===== config.mk =====
export PLATFORM = sky130hd
export DESIGN_NAME = serial_paralelo_param
export DESIGN_NICKNAME = d
export VERILOG_FILES = /design/src/rtl/serial_paralelo_pkg.sv /design/src/rtl/sp_shift_window.sv /design/src/rtl/serial_paralelo_param.sv
export SDC_FILE = /design/constraint.sdc
export NUM_CORES = 1
export LEC_CHECK = 0
export CORE_ASPECT_RATIO = 0.6
export CORE_MARGIN = 4
export CORE_UTILIZATION = 53
export CTS_CLUSTER_SIZE = 28
export DETAILED_ROUTE_END_ITERATION = 10
export GPL_TIMING_DRIVEN = 0
export PLACE_DENSITY = 0.82
export SLEW_MARGIN = 20
export SYNTH_ARGS = -nofsm -noshare
export SYNTH_HDL_FRONTEND = slang
export SYNTH_SLANG_ARGS = --single-unit

===== constraint.sdc =====
create_clock -name clk_32f -period 1.9 [get_ports clk_32f]
set_input_delay 0.38 -clock clk_32f [delete_from_list [all_inputs] [get_ports clk_32f]]
set_output_delay 0.38 -clock clk_32f [all_outputs]
set_load 0.1 [all_outputs]

===== src/rtl/serial_paralelo_pkg.sv =====
// Shared types and helpers for the parametrised serial-to-parallel receiver.
package serial_paralelo_pkg;

    typedef enum logic [1:0] {
        HUNT    = 2'd0,
        LOCKING = 2'd1,
        ACTIVE  = 2'd2
    } sp_state_t;

    localparam logic [7:0] SP_DEFAULT_COM = 8'hBC;

    function automatic int unsigned sp_clog2(input int unsigned v);
        int unsigned r;
        r = 0;
        for (int unsigned i = 0; i < 32; i++) begin
            if ((64'd1 << i) < 64'(v)) r = i + 1;
        end
        return r;
    endfunction

endpackage


===== src/rtl/sp_shift_window.sv =====
// Sliding WIDTH-bit window over the serial stream with fill tracking and COM compare.
module sp_shift_window
    import serial_paralelo_pkg::*;
#(
    parameter int               WIDTH      = 8,
    parameter logic [WIDTH-1:0] COM_SYMBOL = WIDTH'(SP_DEFAULT_COM)
) (
    input  logic             clk_32f,
    input  logic             reset,
    input  logic             fill_clr,
    input  logic             data_in,
    output logic [WIDTH-1:0] window,
    output logic             com_hit,
    output logic             fill_ok
);

    localparam int unsigned FW = sp_clog2(WIDTH);

    // The oldest window bit is never needed again, so only WIDTH-1 bits are stored.
    logic [WIDTH-2:0] shift_reg;
    logic [FW-1:0]    fill_cnt;

    assign window  = {shift_reg, data_in};
    assign com_hit = (window == COM_SYMBOL);
    assign fill_ok = (fill_cnt == FW'(WIDTH - 1));

    always_ff @(posedge clk_32f) begin
        if (reset) begin
            shift_reg <= '0;
            fill_cnt  <= '0;
        end else begin
            shift_reg <= window[WIDTH-2:0];
            if (fill_clr)
                fill_cnt <= '0;
            else if (!fill_ok)
                fill_cnt <= fill_cnt + 1'b1;
        end
    end

endmodule


===== src/rtl/serial_paralelo_param.sv =====
// Serial-to-parallel receiver: COM hunt, lock after COM_COUNT aligned COMs, symbol delivery.
// Optional loss-of-lock after MAX_GAP non-COM symbols: define SP_LOSS_DETECT_EN.
module serial_paralelo_param
    import serial_paralelo_pkg::*;
#(
    parameter int               WIDTH      = 8,
    parameter logic [WIDTH-1:0] COM_SYMBOL = WIDTH'(SP_DEFAULT_COM),
    parameter int               COM_COUNT  = 4,
    parameter int               MAX_GAP    = 64
) (
    input  logic             clk_32f,
    input  logic             reset,
    input  logic             data_in,
    output logic [WIDTH-1:0] data_out,
    output logic             valid_out,
    output logic             active
);

    localparam int unsigned BW = sp_clog2(WIDTH);
    localparam int unsigned CW = sp_clog2(COM_COUNT + 1);

    if (WIDTH < 4 || COM_COUNT < 1 || MAX_GAP < 1 || COM_SYMBOL == '0) begin : g_param_check
        $error("serial_paralelo_param: invalid parameter set");
    end

    sp_state_t        state;
    logic [BW-1:0]    bit_cnt;
    logic [CW-1:0]    com_cnt;
    logic [WIDTH-1:0] window;
    logic             com_hit;
    logic             fill_ok;
    logic             fill_clr;
    logic             boundary;

    assign boundary = (bit_cnt == BW'(WIDTH - 1));

`ifdef SP_LOSS_DETECT_EN
    localparam int unsigned GW = sp_clog2(MAX_GAP + 1);
    logic [GW-1:0] gap_cnt;
    logic          gap_expire;

    assign gap_expire = (gap_cnt == GW'(MAX_GAP - 1));
    assign fill_clr   = (state == ACTIVE) && boundary && !com_hit && gap_expire;
`else
    assign fill_clr   = 1'b0;
`endif

    sp_shift_window #(
        .WIDTH      (WIDTH),
        .COM_SYMBOL (COM_SYMBOL)
    ) u_window (
        .clk_32f  (clk_32f),
        .reset    (reset),
        .fill_clr (fill_clr),
        .data_in  (data_in),
        .window   (window),
        .com_hit  (com_hit),
        .fill_ok  (fill_ok)
    );

    always_ff @(posedge clk_32f) begin
        if (reset) begin
            state     <= HUNT;
            bit_cnt   <= '0;
            com_cnt   <= '0;
            data_out  <= '0;
            valid_out <= 1'b0;
            active    <= 1'b0;
`ifdef SP_LOSS_DETECT_EN
            gap_cnt   <= '0;
`endif
        end else begin
            valid_out <= 1'b0;
            if (state != HUNT)
                bit_cnt <= boundary ? '0 : bit_cnt + 1'b1;

            case (state)
                HUNT: begin
                    if (fill_ok && com_hit) begin
                        bit_cnt <= '0;
                        com_cnt <= CW'(1);
                        if (COM_COUNT == 1) begin
                            state  <= ACTIVE;
                            active <= 1'b1;
                        end else begin
                            state <= LOCKING;
                        end
                    end
                end
                LOCKING: begin
                    if (boundary) begin
                        if (com_hit) begin
                            com_cnt <= com_cnt + 1'b1;
                            if (com_cnt == CW'(COM_COUNT - 1)) begin
                                state  <= ACTIVE;
                                active <= 1'b1;
                            end
                        end else begin
                            state   <= HUNT;
                            com_cnt <= '0;
                        end
                    end
                end
                ACTIVE: begin
                    if (boundary) begin
                        if (!com_hit) begin
                            data_out  <= window;
                            valid_out <= 1'b1;
`ifdef SP_LOSS_DETECT_EN
                            if (gap_expire) begin
                                gap_cnt <= '0;
                                state   <= HUNT;
                                active  <= 1'b0;
                                com_cnt <= '0;
                            end else begin
                                gap_cnt <= gap_cnt + 1'b1;
                            end
                        end else begin
                            gap_cnt <= '0;
`endif
                        end
                    end
                end
                default: state <= HUNT;
            endcase
        end
    end

endmodule

==> impl_metrics.py <==
metrics = {
    "run_status": {
        "status": "finished, final reports clean",
    },
    "timing": {
        "grt_setup_unrepaired": "no",
        "period_minus_slack_ns": 1.83,
        "slew_headroom_pct": 63.5,
        "setup_viol": 0,
        "hold_violations": 0,
        "min_period_over_period_pct": 96.3,
        "skew_ns": 0.00156,
        "finalWorstSetupSlack_ns": 0.0701,
        "slew_violations": 0,
        "tightest_slew_ns": 0.550,
        "max_clock_freq_mhz": 546,
    },
    "power": {
        "p_per_area_nw_per_um2": 703,
        "leakage_nw": 0.495,
        "vdd_drop_max_mv": 0.498,
        "fin_total_pwr_uw": 916,
    },
    "die": {
        "fp.coreArea_um2": 1950,
        "die_y_um": 44.1,
        "ios": 13,
        "die_area_um2": 3000,
        "rows": 12,
        "fp.dieW_um": 68.1,
        "start_util_pct": 58.8,
    },
    "placed_design": {
        "place_area_um2": 1290,
        "place_ws_ns": -0.302,
        "portBuffers": 11,
        "dpl.hpwl_um": 1590,
        "gp_congestion": 0.781,
    },
    "synthesis": {
        "yosysSeqAreaShare_pct": 48.8,
        "synth_area_per_cell_um2": 10.1,
        "ys_ff_latch": 28,
        "syn_inst": 114,
        "synth_nets": 123,
        "synth_flop_cell": "dfxtp_1",
        "ys_warn_count": 0,
        "synth_edf_count": 0,
        "synth_cell_type_count": 29,
        "syn_area_um2": 1150,
        "ys_async_sr_fraction_pct": 0,
    },
    "detailed_routing": {
        "ant_nets": 0,
        "via_count": 862,
        "route.detailed.wl_per_inst_um": 13.6,
        "wirelength_um": 2130,
        "drc": 0,
        "drtPass1Iterations": 5,
        "drt_iter0_drc": 51,
        "viasPerCell": 5.53,
    },
    "layout": {
        "drive_above_1_share_pct": 17.2,
        "final_area_um2": 1300,
        "final_cell_mix": "dfxtp_1, nor2_1, mux2i_1, nor2b_1, clkbuf_2",
        "antenna_cells": 0,
        "fin_nets": 138,
        "final_util_pct": 66.7,
        "area_delta_synth_final_pct": 13.4,
        "largest_reg_flops": 8,
        "layout_commonest_cell": "dfxtp_1",
    },
    "global_route": {
        "antenna_found_initial": 0,
        "grt_max_degree": 16,
        "grt_pass1_wl_um": 3650,
        "grt.total_usage_pct": 16.2,
        "globalRouteOverflowTotal": 0,
        "grt_pass1_vias": 847,
    },
    "cts": {
        "cts_tree": "done",
        "cts_sinks": 28,
        "clk_path_buf_depth": 2,
        "postCtsHoldBufs": 0,
        "clk_transition_reported_paths_ns": 0.14,
        "root_buffer": "clkbuf_4",
        "cts_max_level": 1,
        "cts_made_buffers": 3,
        "clk_latency_ns": 0.32,
        "cts_setup_buffers": 0,
    },
    "setup_path": {
        "crit_type": "primary input to register",
        "cp-end-kind": "register",
        "worstPathArrival_ns": 2.09,
        "crit_required_ns": 2.16,
        "cp-start-kind": "primary input",
        "cp_max_fo": 4,
    },
    "worst_hold_path": {
        "min_path_type": "primary input to register",
    },
    "run": {
        "max_cap_viol_count": 0,
    },
}
-- critical path, cell delays in order --
cell	delay, ns
clkdlybuf4s50_1	0.48
or4b_4	0.60
o31a_1	0.27
mux2_2	0.27
nor3_2	0.09
-- stage by stage --
step | hold slack (ns) | TNS, ns | instances
after global placement | 0.432 | -1.58 | 153
after CTS | 0.428 | 0 | 157
after global routing | 0.432 | 0 | 156
after floorplan | 0.448 | 0 | 114
after detailed placement | 0.440 | -2.94 | 153
final | 0.429 | 0 | 156
-- cells by family (layout without fill, tap and decap cells) --
kind of cell / after synthesis / after routing / share of synthesized area [%]
fa+ha+maj: 6 / 6 / 6.54
mux: 11 / 11 / 9.70
compound gates: 14 / 14 / 9.15
buf+inv: 11 / 25 / 3.70
simple gates: 43 / 43 / 21.4
flops: 28 / 28 / 48.8
xor+xnor: 1 / 1 / 0.763
-- final timing paths --
| path | start | depth (start not counted) | end | slack (ns) |
|---|---|---|---|---|
| max reg2reg | state[1] | 6 | data_out[4] | 0.14 |
| max | data_in | 5 | state[0] | 0.07 |
| min reg2reg | active | 2 | active | 0.46 |
| min | reset | 2 | valid_out | 0.43 |
-- report_power, final --
group	leakage [nW]	switching, mW	internal [mW]
clock	0.0210	0.165	0.117
sequential	0.227	0.00653	0.597
combinational	0.247	0.0178	0.0120
-- Yosys cell counts, drive strengths merged, types with 2 or more instances --
master,instances,area [um2]
nor4,2,18.8
nor2b,8,50.1
a21oi,5,25.0
buf,2,8.75
dfxtp,28,561
clkbuf,5,18.8
mux2i,10,100
nand3,6,30.0
nor2,16,60.1
a211oi,2,15.0
nor3,2,15.0
nand2b,3,18.8
o21ai,3,15.0
inv,4,15.0
nand3b,2,15.0
ha,6,75.1
-- final cells by class --
class                   instances  area, um2
fillers                       163        649
flip-flops and latches         28        561
multi-input cells              75        551
repair buffers                 11       78.8
clock buffers                   4       36.3
well taps                      28       35.0
plain buffers                   6       26.3
inverters                       4       15.0
-- what timing repair did --
| action | in CTS | in global routing |
|---|---|---|
| gates resized for setup | 22 | 11 |
| endpoints found under the setup margin | 10 | 14 |
| pin swaps | 0 | 1 |
-- metal layers --
layer | wire length [um] | track usage [%]
met2 | 987 | 27.6
met5 | 0 | 0
met3 | 118 | 5.58
met1 | 994 | 20.3
met4 | 28 | 2.37
Note: power is estimated with default switching activity, not from simulation.
